===== config.mk =====
export PLATFORM = sky130hd
export DESIGN_NAME = uart_axil_regs
export DESIGN_NICKNAME = d
export VERILOG_FILES = /design/src/rtl/uart_axil_regs.sv
export SDC_FILE = /design/constraint.sdc
export NUM_CORES = 1
export LEC_CHECK = 0
export BUFFER_PORTS_ARGS = -buffer_cell sky130_fd_sc_hd__buf_2
export CAP_MARGIN = 25
export CORE_UTILIZATION = 45
export CTS_BUF_LIST = sky130_fd_sc_hd__clkbuf_4
export CTS_CLUSTER_DIAMETER = 30
export DETAILED_ROUTE_END_ITERATION = 7
export PLACE_DENSITY = 0.76
export SYNTH_ARGS = -nofsm -noshare
export SYNTH_HDL_FRONTEND = slang
export SYNTH_SLANG_ARGS = --single-unit

===== constraint.sdc =====
create_clock -name aclk -period 2.05 [get_ports aclk]
set_input_delay 0.1025 -clock aclk [delete_from_list [all_inputs] [get_ports aclk]]
set_output_delay 0.1025 -clock aclk [all_outputs]
set_load 0.005 [all_outputs]

===== src/rtl/uart_axil_regs.sv =====
// AXI4-Lite register block for the UART: TXDATA, RXDATA, STATUS and BAUD_DIV.
// Feeds the transmitter through a one-byte holding slot and captures received
// bytes into a one-byte buffer with a sticky overrun flag.
module uart_axil_regs #(
    parameter int          ALEN       = 32,
    parameter int          DLEN       = 32,
    parameter logic [15:0] BAUD_RESET = 16'd868
) (
    input  logic              aclk,
    input  logic              areset,
    input  logic              awvalid,
    output logic              awready,
    input  logic [ALEN-1:0]   awaddr,
    input  logic [2:0]        awprot,
    input  logic              wvalid,
    output logic              wready,
    input  logic [DLEN-1:0]   wdata,
    input  logic [DLEN/8-1:0] wstrb,
    output logic              bvalid,
    input  logic              bready,
    output logic [1:0]        bresp,
    input  logic              arvalid,
    output logic              arready,
    input  logic [ALEN-1:0]   araddr,
    input  logic [2:0]        arprot,
    output logic              rvalid,
    input  logic              rready,
    output logic [DLEN-1:0]   rdata,
    output logic [1:0]        rresp,
    output logic              tx_valid,
    input  logic              tx_ready,
    output logic [7:0]        tx_data,
    input  logic              rx_valid,
    input  logic [7:0]        rx_data,
    output logic [15:0]       baud_div
);

    localparam logic [1:0] RESP_OKAY   = 2'b00;
    localparam logic [1:0] RESP_SLVERR = 2'b10;
    localparam logic [1:0] RESP_DECERR = 2'b11;

    logic              aw_held_q, aw_held_d, w_held_q, w_held_d;
    logic [ALEN-1:0]   awaddr_q, awaddr_d;
    logic [DLEN-1:0]   wdata_q, wdata_d;
    logic [DLEN/8-1:0] wstrb_q, wstrb_d;
    logic              bvalid_q, bvalid_d, rvalid_q, rvalid_d;
    logic [1:0]        bresp_q, bresp_d, rresp_q, rresp_d;
    logic [DLEN-1:0]   rdata_q, rdata_d;
    logic              tx_valid_q, tx_valid_d;
    logic [7:0]        tx_data_q, tx_data_d, rx_byte_q, rx_byte_d;
    logic [15:0]       baud_q, baud_d;
    logic              rx_full_q, rx_full_d, ovr_q, ovr_d;

    logic              aw_hs, w_hs, ar_hs, wr_go, wr_dec, rd_dec, rx_pop;
    logic              tx_take, tx_busy, ovr_clr;
    logic [ALEN-1:0]   wr_addr;
    logic [DLEN-1:0]   wr_data;
    logic [DLEN/8-1:0] wr_strb;
    logic [1:0]        wr_sel, rd_sel;
    logic              unused_ok;

    // Readies are forced low during reset so no handshake can land in it.
    assign awready = !areset && !aw_held_q && !bvalid_q;
    assign wready  = !areset && !w_held_q && !bvalid_q;
    assign arready = !areset && !rvalid_q;

    assign aw_hs = awvalid && awready;
    assign w_hs  = wvalid && wready;
    assign ar_hs = arvalid && arready;

    // A beat arriving this cycle bypasses its holding register, so the write
    // executes in the same cycle as the later of the two handshakes.
    assign wr_addr = aw_held_q ? awaddr_q : awaddr;
    assign wr_data = w_held_q ? wdata_q : wdata;
    assign wr_strb = w_held_q ? wstrb_q : wstrb;
    assign wr_go   = (aw_held_q || aw_hs) && (w_held_q || w_hs);
    assign wr_dec  = |wr_addr[ALEN-1:4];
    assign wr_sel  = wr_addr[3:2];

    assign rd_dec  = |araddr[ALEN-1:4];
    assign rd_sel  = araddr[3:2];
    assign rx_pop  = ar_hs && !rd_dec && (rd_sel == 2'd1);

    assign tx_take = tx_valid_q && tx_ready;
    assign tx_busy = tx_valid_q && !tx_ready;

    assign unused_ok = &{1'b0, awprot, arprot, wr_addr[1:0], araddr[1:0],
                         wr_data[DLEN-1:16], wr_strb[DLEN/8-1:2]};

    // Write channel: latch AW/W beats, execute the write, hold the response.
    always_comb begin
        aw_held_d  = aw_held_q;
        awaddr_d   = awaddr_q;
        w_held_d   = w_held_q;
        wdata_d    = wdata_q;
        wstrb_d    = wstrb_q;
        bvalid_d   = bvalid_q;
        bresp_d    = bresp_q;
        tx_valid_d = tx_valid_q && !tx_take;
        tx_data_d  = tx_data_q;
        baud_d     = baud_q;
        ovr_clr    = 1'b0;
        if (aw_hs) begin
            aw_held_d = 1'b1;
            awaddr_d  = awaddr;
        end
        if (w_hs) begin
            w_held_d = 1'b1;
            wdata_d  = wdata;
            wstrb_d  = wstrb;
        end
        if (bvalid_q && bready)
            bvalid_d = 1'b0;
        if (wr_go) begin
            aw_held_d = 1'b0;
            w_held_d  = 1'b0;
            bvalid_d  = 1'b1;
            bresp_d   = RESP_OKAY;
            if (wr_dec) begin
                bresp_d = RESP_DECERR;
            end else begin
                case (wr_sel)
                    2'd0: if (wr_strb[0]) begin
                        // A slot freed by tx_ready this cycle can be refilled.
                        if (tx_busy) begin
                            bresp_d = RESP_SLVERR;
                        end else begin
                            tx_valid_d = 1'b1;
                            tx_data_d  = wr_data[7:0];
                        end
                    end
                    2'd2: ovr_clr = wr_strb[0] && wr_data[2];
                    2'd3: begin
                        if (wr_strb[0]) baud_d[7:0]  = wr_data[7:0];
                        if (wr_strb[1]) baud_d[15:8] = wr_data[15:8];
                    end
                    default: ;
                endcase
            end
        end
    end

    // Read channel: register data/response on AR handshake, hold until rready.
    always_comb begin
        rvalid_d = rvalid_q;
        rdata_d  = rdata_q;
        rresp_d  = rresp_q;
        if (rvalid_q && rready)
            rvalid_d = 1'b0;
        if (ar_hs) begin
            rvalid_d = 1'b1;
            rresp_d  = RESP_OKAY;
            rdata_d  = '0;
            if (rd_dec) begin
                rresp_d = RESP_DECERR;
            end else begin
                case (rd_sel)
                    2'd1: begin
                        rdata_d[DLEN-1] = rx_full_q;
                        rdata_d[7:0]    = rx_byte_q;
                    end
                    2'd2: rdata_d[2:0]  = {ovr_q, rx_full_q, tx_valid_q};
                    2'd3: rdata_d[15:0] = baud_q;
                    default: ;
                endcase
            end
        end
    end

    // RX buffer: a pop frees the slot for a byte arriving the same cycle;
    // an overrun set beats a same-cycle W1C clear.
    always_comb begin
        rx_full_d = rx_full_q && !rx_pop;
        rx_byte_d = rx_byte_q;
        ovr_d     = ovr_q && !ovr_clr;
        if (rx_valid) begin
            if (!rx_full_d) begin
                rx_byte_d = rx_data;
                rx_full_d = 1'b1;
            end else begin
                ovr_d = 1'b1;
            end
        end
    end

    // State registers with synchronous reset discarding anything in flight.
    always_ff @(posedge aclk) begin
        if (areset) begin
            aw_held_q  <= 1'b0;
            awaddr_q   <= '0;
            w_held_q   <= 1'b0;
            wdata_q    <= '0;
            wstrb_q    <= '0;
            bvalid_q   <= 1'b0;
            bresp_q    <= RESP_OKAY;
            rvalid_q   <= 1'b0;
            rdata_q    <= '0;
            rresp_q    <= RESP_OKAY;
            tx_valid_q <= 1'b0;
            tx_data_q  <= '0;
            baud_q     <= BAUD_RESET;
            rx_full_q  <= 1'b0;
            rx_byte_q  <= '0;
            ovr_q      <= 1'b0;
        end else begin
            aw_held_q  <= aw_held_d;
            awaddr_q   <= awaddr_d;
            w_held_q   <= w_held_d;
            wdata_q    <= wdata_d;
            wstrb_q    <= wstrb_d;
            bvalid_q   <= bvalid_d;
            bresp_q    <= bresp_d;
            rvalid_q   <= rvalid_d;
            rdata_q    <= rdata_d;
            rresp_q    <= rresp_d;
            tx_valid_q <= tx_valid_d;
            tx_data_q  <= tx_data_d;
            baud_q     <= baud_d;
            rx_full_q  <= rx_full_d;
            rx_byte_q  <= rx_byte_d;
            ovr_q      <= ovr_d;
        end
    end

    assign bvalid   = bvalid_q;
    assign bresp    = bresp_q;
    assign rvalid   = rvalid_q;
    assign rdata    = rdata_q;
    assign rresp    = rresp_q;
    assign tx_valid = tx_valid_q;
    assign tx_data  = tx_data_q;
    assign baud_div = baud_q;

endmodule


# Word level (Yosys, flattened, before mapping)
# Cells that the tools add are included.
# classes
eq_ne	5
muxes	29
n_bitwise	3
n_reduce_logical	41
# op_table
op	n
28-bit OR reduction	2
16-bit two-way mux	2
32-bit two-way mux	1
1-bit logical AND	19
1-bit two-way mux	17
2-bit two-way mux	6
1-bit zero test	10
5-bit case mux with 2 select lines	1
3-bit case mux with 3 select lines	1
2-bit equality test (second input constant)	4
8-bit two-way mux	1
4-bit AND reduction	2
5-bit AND reduction	1
2-bit nonzero test	2
1-bit NOT	3
2-bit by 1-bit equality test with 1-bit output (second input constant)	1
2-bit zero test	1
1-bit logical OR	2
2-bit AND reduction	1
2-bit OR reduction	1
# totals
ff_bits	110
inputBits	123
output_inout_bits	66
wordCells	95

# Depth between registers and ports, before layout
# Gate-level depths: netlist of run 1.
# depth
word_depth	11
mapped_depth	8
depth_no_buf	6

# Worst setup path before layout of run 1
# OpenSTA, ideal clock, no wires.
# synth_timing
path_type	flip-flop to flip-flop
from	register rvalid_q (netlist: rvalid)
to	register rx_byte_q[0]
setup_ps	128
arrival_ps	1944
required_ps	1922
slack_ps	-21
stages_incl_launch_ff	9
n_path_buf	2
synth_period_minus_slack_ps	2071
path_cell_list	dfxtp_1 or3b_1 buf_2 nand4b_4 nor4b_4 o21a_1 buf_6 mux2i_1 nor2_1
# synth_between
elab_chain_len	9
# synth_rtl
element	line_no	text
start: declaration	46	logic bvalid_q, bvalid_d, rvalid_q, rvalid_d;
start signal: assignment	213	rvalid_q <= rvalid_d;
1-bit zero test	65	assign arready = !areset && !rvalid_q;
1-bit logical AND	65	
1-bit logical AND	69	assign ar_hs = arvalid && arready;
1-bit logical AND (2 in series)	82	assign rx_pop = ar_hs && !rd_dec && (rd_sel == 2'd1);
1-bit zero test	173	rx_full_d = rx_full_q && !rx_pop;
1-bit logical AND	173	
1-bit NOT (no line)	--	
2-bit AND reduction (no line)	--	
end signal: assignment	220	rx_byte_q <= rx_byte_d;
end: declaration	50	logic [7:0] tx_data_q, tx_data_d, rx_byte_q, rx_byte_d;
# No other way between the ends.
# A chain may end at the register's enable or synchronous reset.

# Worst setup path in the final report of run 1
# layout_timing
from	register bvalid_q (netlist: bvalid)
to	register baud_q[1] (netlist: baud_div[1])
# layout_between
elab_chain_len	6
word_cells_on_any_way	9
cone_classes	reduce/logical: 9
# layout_rtl
element	line_no	text
start: declaration	46	
start signal: assignment	211	bvalid_q <= bvalid_d;
1-bit zero test *	63, 64	
1-bit logical AND, on equally long branches	63, 64	
1-bit logical AND, on equally long branches	67, 68	
1-bit logical OR	76	assign wr_go = (aw_held_q || aw_hs) && (w_held_q || w_hs);
1-bit logical AND *	76	
4-bit AND reduction (no line) *	--	
end signal: assignment	218	baud_q <= baud_d;
end: declaration	51	logic [15:0] baud_q, baud_d;
# Mark *: on every way between the ends. The rest lies on a longest branch, timed or not.

==> impl_metrics.xml, run 1 <==
<?xml version="1.0" encoding="UTF-8"?>
<metrics>
  <group name="synthesis">
    <metric name="synth_cell_types" unit="">37</metric>
    <metric name="post_synthesis_instance_area" unit="mm^2">0.00447</metric>
    <metric name="synth_most_common_cell" unit="">nand2_1</metric>
    <metric name="yosys_most_used_dff" unit="">dfxtp_1</metric>
    <metric name="async_flop_share" unit="%">0</metric>
    <metric name="synth.largest_area_cell" unit="">dfxtp_1</metric>
    <metric name="number_of_synthesized_register_bits" unit="">107</metric>
    <metric name="post_synth_fa_ha_maj_area_fraction" unit="%">0</metric>
    <metric name="synth_top_area_share" unit="%">47.9</metric>
    <metric name="post_synthesis_compound_gate_area_fraction" unit="%">15.7</metric>
    <metric name="largest_family_of_logic_cells_by_synthesized_area" unit="">simple AND/OR/NAND/NOR gates</metric>
    <metric name="synth_simple_gate_area_share" unit="%">21.1</metric>
    <metric name="post_synth_mux_area_share" unit="%">9.09</metric>
    <metric name="synthesis.area_per_instance" unit="um^2">8.70</metric>
    <metric name="synth_xor_area_share" unit="%">0</metric>
    <metric name="ys_warn_count" unit="">0</metric>
    <metric name="ys_top_cells_by_area" unit="">dfxtp_1 (48%), nand2_1 (9.1%), a21oi_1 (7.4%)</metric>
    <metric name="post_synth_edffs" unit="">0</metric>
    <metric name="most_common_library_cells_after_synthesis" unit="">nand2_1 (108), dfxtp_1 (107), a21oi_1 (66)</metric>
    <metric name="synth_seq_area_share" unit="%">47.9</metric>
    <metric name="syn-instance-count" unit="">514</metric>
  </group>
  <group name="detailed_routing">
    <metric name="final_antenna_net_count" unit="">0</metric>
    <metric name="route.vias.total" unit="">4578</metric>
    <metric name="routed_via_density" unit="">5.27</metric>
    <metric name="route.detailed.wl_per_inst" unit="um">15.3</metric>
    <metric name="drt-pass1-iter-count" unit="">5</metric>
    <metric name="totalWireLength" unit="um">13300</metric>
    <metric name="remaining_drcs" unit="">0</metric>
    <metric name="drt_iter0_drc" unit="">193</metric>
  </group>
  <group name="global_route">
    <metric name="grt_first_pass_wirelength" unit="um">19400</metric>
    <metric name="grt_start_max_net_pins" unit="">43</metric>
    <metric name="globalRouteTotalUtil" unit="%">24.3</metric>
    <metric name="grt_antenna_before_repair" unit="">0</metric>
    <metric name="grt_pass1_vias" unit="">4218</metric>
    <metric name="aggregate_global_routing_overflow" unit="">0</metric>
  </group>
  <group name="floorplan">
    <metric name="starting_density" unit="%">46.2</metric>
    <metric name="floorplan.rows" unit="">36</metric>
    <metric name="core_area" unit="mm^2">0.00968</metric>
    <metric name="top_level_ports" unit="">189</metric>
    <metric name="die_x" unit="um">102</metric>
    <metric name="die_outline_area" unit="mm^2">0.0103</metric>
    <metric name="die-height" unit="um">102</metric>
  </group>
  <group name="finish">
    <metric name="final_cells" unit="">868</metric>
    <metric name="synthToLayoutAreaGrowth" unit="%">42.5</metric>
    <metric name="utilization" unit="%">65.8</metric>
    <metric name="finish.instance_area" unit="mm^2">0.00637</metric>
    <metric name="final_net_count" unit="">853</metric>
    <metric name="drive_above_1_share" unit="%">31.7</metric>
    <metric name="diodes" unit="">0</metric>
  </group>
  <group name="hold_path">
    <metric name="hold_path_depth" unit="">4</metric>
    <metric name="holdCritPathClass" unit="">input port to flop</metric>
    <metric name="hold_end" unit="">rx_full_q</metric>
    <metric name="holdCritStartpoint" unit="">araddr[2]</metric>
  </group>
  <group name="timing">
    <metric name="max_freq" unit="MHz">483</metric>
    <metric name="final_number_of_setup_violating_endpoints" unit="">6</metric>
    <metric name="fin_crit_sh" unit="%">101</metric>
    <metric name="worst-slew-pin-transition" unit="ps">510</metric>
    <metric name="timing.setup.tns" unit="ps">-86.1</metric>
    <metric name="clock_skew" unit="ps">24.4</metric>
    <metric name="whs" unit="ps">56.2</metric>
    <metric name="relSlewSlack" unit="%">65.7</metric>
    <metric name="layout_min_cycle_time" unit="ps">2070</metric>
    <metric name="final_worst_setup_slack" unit="ps">-20.9</metric>
    <metric name="finalHoldViolations" unit="">0</metric>
    <metric name="rsz_0062_raised_after_global_routing" unit="">true</metric>
    <metric name="final-max-slew-violation-count" unit="">0</metric>
  </group>
  <group name="setup_path">
    <metric name="cpMaxStageDelayCell" unit="">dfxtp_1</metric>
    <metric name="cpPeakStageDelay" unit="ps">450</metric>
    <metric name="setup.worst_path.start_class" unit="">flop</metric>
    <metric name="timing.rr.end" unit="">baud_div[1]</metric>
    <metric name="worstPathArrival" unit="ps">2490</metric>
    <metric name="worst_ep_required_time" unit="ps">2470</metric>
    <metric name="worstReg2RegStart" unit="">bvalid</metric>
    <metric name="worst_setup_path_end_kind" unit="">flop</metric>
    <metric name="reg2regPathDepth" unit="">8</metric>
    <metric name="crit_fanout" unit="">6</metric>
    <metric name="ff2ff_setup_slack" unit="ps">-20</metric>
    <metric name="cp_top_family" unit="">compound AO/OA/AOI/OAI gates</metric>
    <metric name="timing.critical_path.buf_inv" unit="">2</metric>
    <metric name="timing.setup.critical_path_class" unit="">flop to flop</metric>
    <metric name="worstPathCellList" unit="">nor4b_2, o22a_2, a21boi_4, o2111a_1, buf_12, buf_8, nor2_2, a211oi_1</metric>
  </group>
  <group name="status">
    <metric name="outcome" unit="">finished, violations left</metric>
    <metric name="failed_checks" unit="">negative setup slack</metric>
  </group>
  <group name="clocking">
    <metric name="cts_max_path_buffers" unit="">2</metric>
    <metric name="clk_root_buffer_cell" unit="">clkbuf_4</metric>
    <metric name="clk_pin_slew" unit="ps">190</metric>
    <metric name="worstSkewPairLatency" unit="ps">480</metric>
    <metric name="cts_made_buffers" unit="">9</metric>
    <metric name="htree_num_levels" unit="">3</metric>
    <metric name="cts_tree" unit="">built</metric>
    <metric name="tritoncts_num_sinks" unit="">107</metric>
  </group>
  <group name="run">
    <metric name="cap_violations" unit="">0</metric>
  </group>
  <group name="placement">
    <metric name="detailedPlacementHpwl" unit="um">8440</metric>
    <metric name="port-buffer-count" unit="">145</metric>
    <metric name="placed_cells_incl_taps" unit="">785</metric>
    <metric name="placement.setup.worst_slack" unit="ps">-13.4</metric>
    <metric name="detailed_place.area" unit="mm^2">0.00542</metric>
    <metric name="globalplace.congestion" unit="">0.827</metric>
  </group>
  <group name="power_and_ir_drop">
    <metric name="pwr_density_cell" unit="mW/mm^2">637</metric>
    <metric name="static-leakage-power" unit="nW">2.74</metric>
    <metric name="power_total" unit="mW">4.06</metric>
    <metric name="worst_ir_drop_vdd" unit="mV">0.416</metric>
  </group>
</metrics>
[worst reg2reg max path: cells and delay by family, from the launching register on]
kind                   cells  cell delay (ps)
DFF                        1              450
buffers and inverters      2              240
and+or+nand+nor            2              420
AOI/OAI and AO/OA          4              920
[logic make-up (layout without fill, tap and decap cells)]
| kind of cell | Yosys count | after routing |
|---|---|---|
| other | 1 | 15 |
| buffers and inverters | 51 | 258 |
| AO/OA/AOI/OAI | 111 | 111 |
| multiplexers | 39 | 39 |
| flip-flops | 107 | 107 |
| AND/OR/NAND/NOR | 205 | 205 |
[registers in the layout, summed over array words and instances (netlist names), 2 cells and up]
name	cells
awaddr_q	30
baud_div	16
bresp	2
rdata	17
rx_byte_q	8
tx_data	8
wdata_q	16
wstrb_q	2
[how the worst max path moves through the flow]
stage | slack [ps] | start | depth (start not counted) | endpoint
after global placement | -6 | aw_held_q | 9 | baud_div[2]
after CTS | 10 | bvalid | 7 | baud_div[5]
after floorplan | -3 | rvalid | 8 | rx_byte_q[0]
final | -20 | bvalid | 8 | baud_div[1]
after global routing | -160 | aw_held_q | 10 | baud_div[1]
after detailed placement | -10 | aw_held_q | 9 | baud_div[5]
[cells in the final DEF, fill, tap and decap left out, drive strengths merged, types with 5 or more instances in the layout]
master and n:
buf 177, nand2 108, dfxtp 107, a21oi 66, dlygate4sd3 61, nor2 48
mux2i 26, a22oi 17, nor4 17, conb 15, mux2 13, clkbuf 10
nor3 8, a311oi 8, a211oi 7, inv 7, nand4 5, nor4b 5
[final cells by class]
class	count	area, um^2
well taps	133	166
repair buffers	239	1680
multi-input cells	370	2200
fillers	777	3310
clock buffers	9	67.6
flip-flops and latches	107	2150
clock inverters	7	105
inverters	3	11.3
[where the power goes]
part / switching [mW] / total [mW] / internal [mW]
sequential: 0.0483 / 2.21 / 2.16
combinational: 0.318 / 0.627 / 0.309
clock: 0.805 / 1.23 / 0.422
[per-layer routing]
layer	global-route usage, %	wire [um]	vias to the layer above
met3	5.11	782	38
met5	0	0	-
li1	-	-	2204
met4	12.2	384	0
met2	42.9	6760	202
met1	27.6	5330	2134
[what timing repair did]
action                                  CTS  global route
gates resized for setup                   1            27
buffers inserted                          0             5
cloned                                    0             1
hold buffers                             61             0
hold endpoints to repair                 67             0
endpoints found under the setup margin   12            31
pin swaps                                 0            12
Power figures use the tool's default switching activity.
==> run 2: changes to the inputs <==
--- a/config.mk
+++ b/config.mk
@@ -11,6 +11,7 @@
 export CTS_BUF_LIST = sky130_fd_sc_hd__clkbuf_4
 export CTS_CLUSTER_DIAMETER = 30
 export DETAILED_ROUTE_END_ITERATION = 7
+export MAX_ROUTING_LAYER = met4
 export PLACE_DENSITY = 0.76
 export SYNTH_ARGS = -nofsm -noshare
 export SYNTH_HDL_FRONTEND = slang
==> constraint.sdc (replaced) <==
create_clock -name aclk -period 2.05 [get_ports aclk]
set_input_delay 0.1025 -clock aclk [delete_from_list [all_inputs] [get_ports aclk]]
set_output_delay 0.1025 -clock aclk [all_outputs]
set_load 0.02 [all_outputs]
==> impl_metrics.xml, run 2 (synthesis results as in run 1) <==
<?xml version="1.0" encoding="UTF-8"?>
<metrics>
  <group name="global_route">
    <metric name="grt_pass1_vias" unit="">4127</metric>
    <metric name="globalRouteTotalUtil" unit="%">24.6</metric>
    <metric name="grt_first_pass_wirelength" unit="um">19000</metric>
    <metric name="grt_start_max_net_pins" unit="">110</metric>
    <metric name="aggregate_global_routing_overflow" unit="">0</metric>
    <metric name="grt_antenna_before_repair" unit="">0</metric>
  </group>
  <group name="detailed_routing">
    <metric name="drt-pass1-iter-count" unit="">5</metric>
    <metric name="routed_via_density" unit="">5.21</metric>
    <metric name="final_antenna_net_count" unit="">0</metric>
    <metric name="remaining_drcs" unit="">0</metric>
    <metric name="drt_iter0_drc" unit="">245</metric>
    <metric name="route.vias.total" unit="">4484</metric>
    <metric name="route.detailed.wl_per_inst" unit="um">14.5</metric>
    <metric name="totalWireLength" unit="um">12500</metric>
  </group>
  <group name="setup_path">
    <metric name="critPathCapture" unit="">tx_data[1]</metric>
    <metric name="critPathLaunch" unit="">areset</metric>
    <metric name="timing.rr.end" unit="">rx_byte_q[3]</metric>
    <metric name="cpPeakStageDelay" unit="ps">550</metric>
    <metric name="worstPathArrival" unit="ps">2350</metric>
    <metric name="timing.critical_path.buf_inv" unit="">4</metric>
    <metric name="worstReg2RegStart" unit="">rvalid</metric>
    <metric name="cpMaxStageDelayCell" unit="">dlygate4sd3_1</metric>
    <metric name="path_depth" unit="">10</metric>
    <metric name="cp_top_family" unit="">buffers and inverters</metric>
    <metric name="worst_ep_required_time" unit="ps">2440</metric>
    <metric name="path_common_cell" unit="">buf_4</metric>
    <metric name="worstPathCellList" unit="">dlygate4sd3_1, buf_4, buf_4, nor4b_2, o22a_2, a21boi_2, o21a_1, buf_12, a21oi_1, a311oi_1</metric>
    <metric name="crit_fanout" unit="">16</metric>
    <metric name="setup.worst_path.start_class" unit="">input port</metric>
    <metric name="reg2regPathDepth" unit="">7</metric>
    <metric name="ff2ff_setup_slack" unit="ps">130</metric>
    <metric name="worst_setup_path_end_kind" unit="">flop</metric>
    <metric name="timing.setup.critical_path_class" unit="">input port to flop</metric>
  </group>
  <group name="power_and_ir_drop">
    <metric name="pwr_density_cell" unit="mW/mm^2">618</metric>
    <metric name="cell_internal_pwr" unit="mW">2.73</metric>
    <metric name="sequential_share_of_power" unit="%">57.4</metric>
    <metric name="power_total" unit="mW">3.85</metric>
    <metric name="static-leakage-power" unit="nW">2.67</metric>
    <metric name="share_clk_of_total_power" unit="%">25.5</metric>
    <metric name="netSwitchingPower" unit="mW">1.12</metric>
    <metric name="power.share.combinational" unit="%">17.1</metric>
    <metric name="sw_frac_of_total" unit="%">29.1</metric>
    <metric name="worst_ir_drop_vdd" unit="mV">0.298</metric>
  </group>
  <group name="floorplan">
    <metric name="die_x" unit="um">102</metric>
    <metric name="floorplan.rows" unit="">36</metric>
    <metric name="top_level_ports" unit="">189</metric>
    <metric name="die-height" unit="um">102</metric>
    <metric name="starting_density" unit="%">46.2</metric>
    <metric name="core_area" unit="mm^2">0.00968</metric>
    <metric name="die_outline_area" unit="mm^2">0.0103</metric>
  </group>
  <group name="finish">
    <metric name="synthToLayoutAreaGrowth" unit="%">39.3</metric>
    <metric name="finish.instance_area" unit="mm^2">0.00623</metric>
    <metric name="most-common-layout-cells" unit="">buf_2 (144), nand2_1 (108), dfxtp_1 (104)</metric>
    <metric name="layout_commonest_cell" unit="">buf_2</metric>
    <metric name="diodes" unit="">0</metric>
    <metric name="largest_register_ff_count" unit="">30</metric>
    <metric name="drive_above_1_share" unit="%">30.4</metric>
    <metric name="final_net_count" unit="">847</metric>
    <metric name="final_cells" unit="">861</metric>
    <metric name="largest-register" unit="">awaddr_q</metric>
  </group>
  <group name="timing">
    <metric name="final_number_of_setup_violating_endpoints" unit="">0</metric>
    <metric name="timing.setup.tns" unit="ps">0</metric>
    <metric name="worst-slew-pin-transition" unit="ps">495</metric>
    <metric name="layout_min_cycle_time" unit="ps">1960</metric>
    <metric name="final-max-slew-violation-count" unit="">0</metric>
    <metric name="max_freq" unit="MHz">511</metric>
    <metric name="whs" unit="ps">56.7</metric>
    <metric name="clock_skew" unit="ps">34.7</metric>
    <metric name="fin_crit_sh" unit="%">95.5</metric>
    <metric name="relSlewSlack" unit="%">66.7</metric>
    <metric name="finalHoldViolations" unit="">0</metric>
  </group>
  <group name="clocking">
    <metric name="cts_tree" unit="">built</metric>
    <metric name="worstSkewPairLatency" unit="ps">470</metric>
    <metric name="clk_root_buffer_cell" unit="">clkbuf_4</metric>
    <metric name="clk_pin_slew" unit="ps">180</metric>
    <metric name="cts_made_buffers" unit="">9</metric>
    <metric name="cts_max_path_buffers" unit="">2</metric>
    <metric name="tritoncts_num_sinks" unit="">107</metric>
    <metric name="htree_num_levels" unit="">3</metric>
  </group>
  <group name="placement">
    <metric name="detailedPlacementHpwl" unit="um">8320</metric>
    <metric name="placed_cells_incl_taps" unit="">784</metric>
    <metric name="port-buffer-count" unit="">145</metric>
    <metric name="globalplace.congestion" unit="">0.812</metric>
    <metric name="detailed_place.area" unit="mm^2">0.00542</metric>
  </group>
  <group name="status">
    <metric name="outcome" unit="">complete, no violations</metric>
  </group>
  <group name="run">
    <metric name="cap_violations" unit="">0</metric>
  </group>
  <group name="hold_path">
    <metric name="hold_path_depth" unit="">4</metric>
    <metric name="holdCritPathClass" unit="">input port to flop</metric>
  </group>
</metrics>
==> run 2: final cells by class <==
type,instances,area [um^2]
repair buffers,233,1610
clock buffers,9,67.6
multi-input cells,370,2180
fillers,793,3450
inverters,3,11.3
flip-flops and latches,107,2150
well taps,133,166
clock inverters,6,47.5
==> run 2: worst reg2reg max path, cell delays in order, from the launching register on <==
cell      delay, ps
dfxtp_4         370
or3b_1          400
nand4b_4        210
nor4b_4         250
o21a_1          190
buf_12          140
mux2i_1         220
nor2_1           50
==> run 2: power groups by stage <==
stage	registers [mW]	logic (mW)	clock network (mW)
floorplan	2.24	0.345	0
global placement	2.24	0.526	0
detailed placement	2.25	0.543	0
CTS	2.20	0.636	1.00
global route	2.22	0.719	1.09
finish	2.21	0.658	0.981
==> run 2: worst min-delay path by stage <==
stage | start | to | slack [ps]
after floorplan | rready | rvalid | 190
after global placement | rready | rvalid | 300
after detailed placement | rready | rvalid | 290
after CTS | araddr[2] | rx_full_q | 20
after global routing | araddr[2] | rx_full_q | 30
final | araddr[2] | rx_full_q | 60
==> run 2: repair_timing <==
item,CTS,global route
hold endpoints to repair,72,0
resized for setup,1,12
gates cloned,0,0
setup endpoints to repair,15,33
buffers inserted,0,0
hold buffers,62,0
pin swaps,0,3
==> run 2: stage by stage <==
stage	setup slack, ps	utilization, %
floorplan	-65.9	-
global placement	3.60	56.0
detailed placement	-22.6	56.0
CTS	1.59	63.6
global route	-37.6	64.3
finish	91.6	64.3
==> run 2: routing by layer <==
layer / up-vias / routed length [um] / track usage (%)
met5: - / 0 / -
met4: 0 / 388 / 12.2
met3: 38 / 590 / 4.83
met2: 163 / 6200 / 40.0
met1: 2092 / 5320 / 28.9
li1: 2191 / - / -
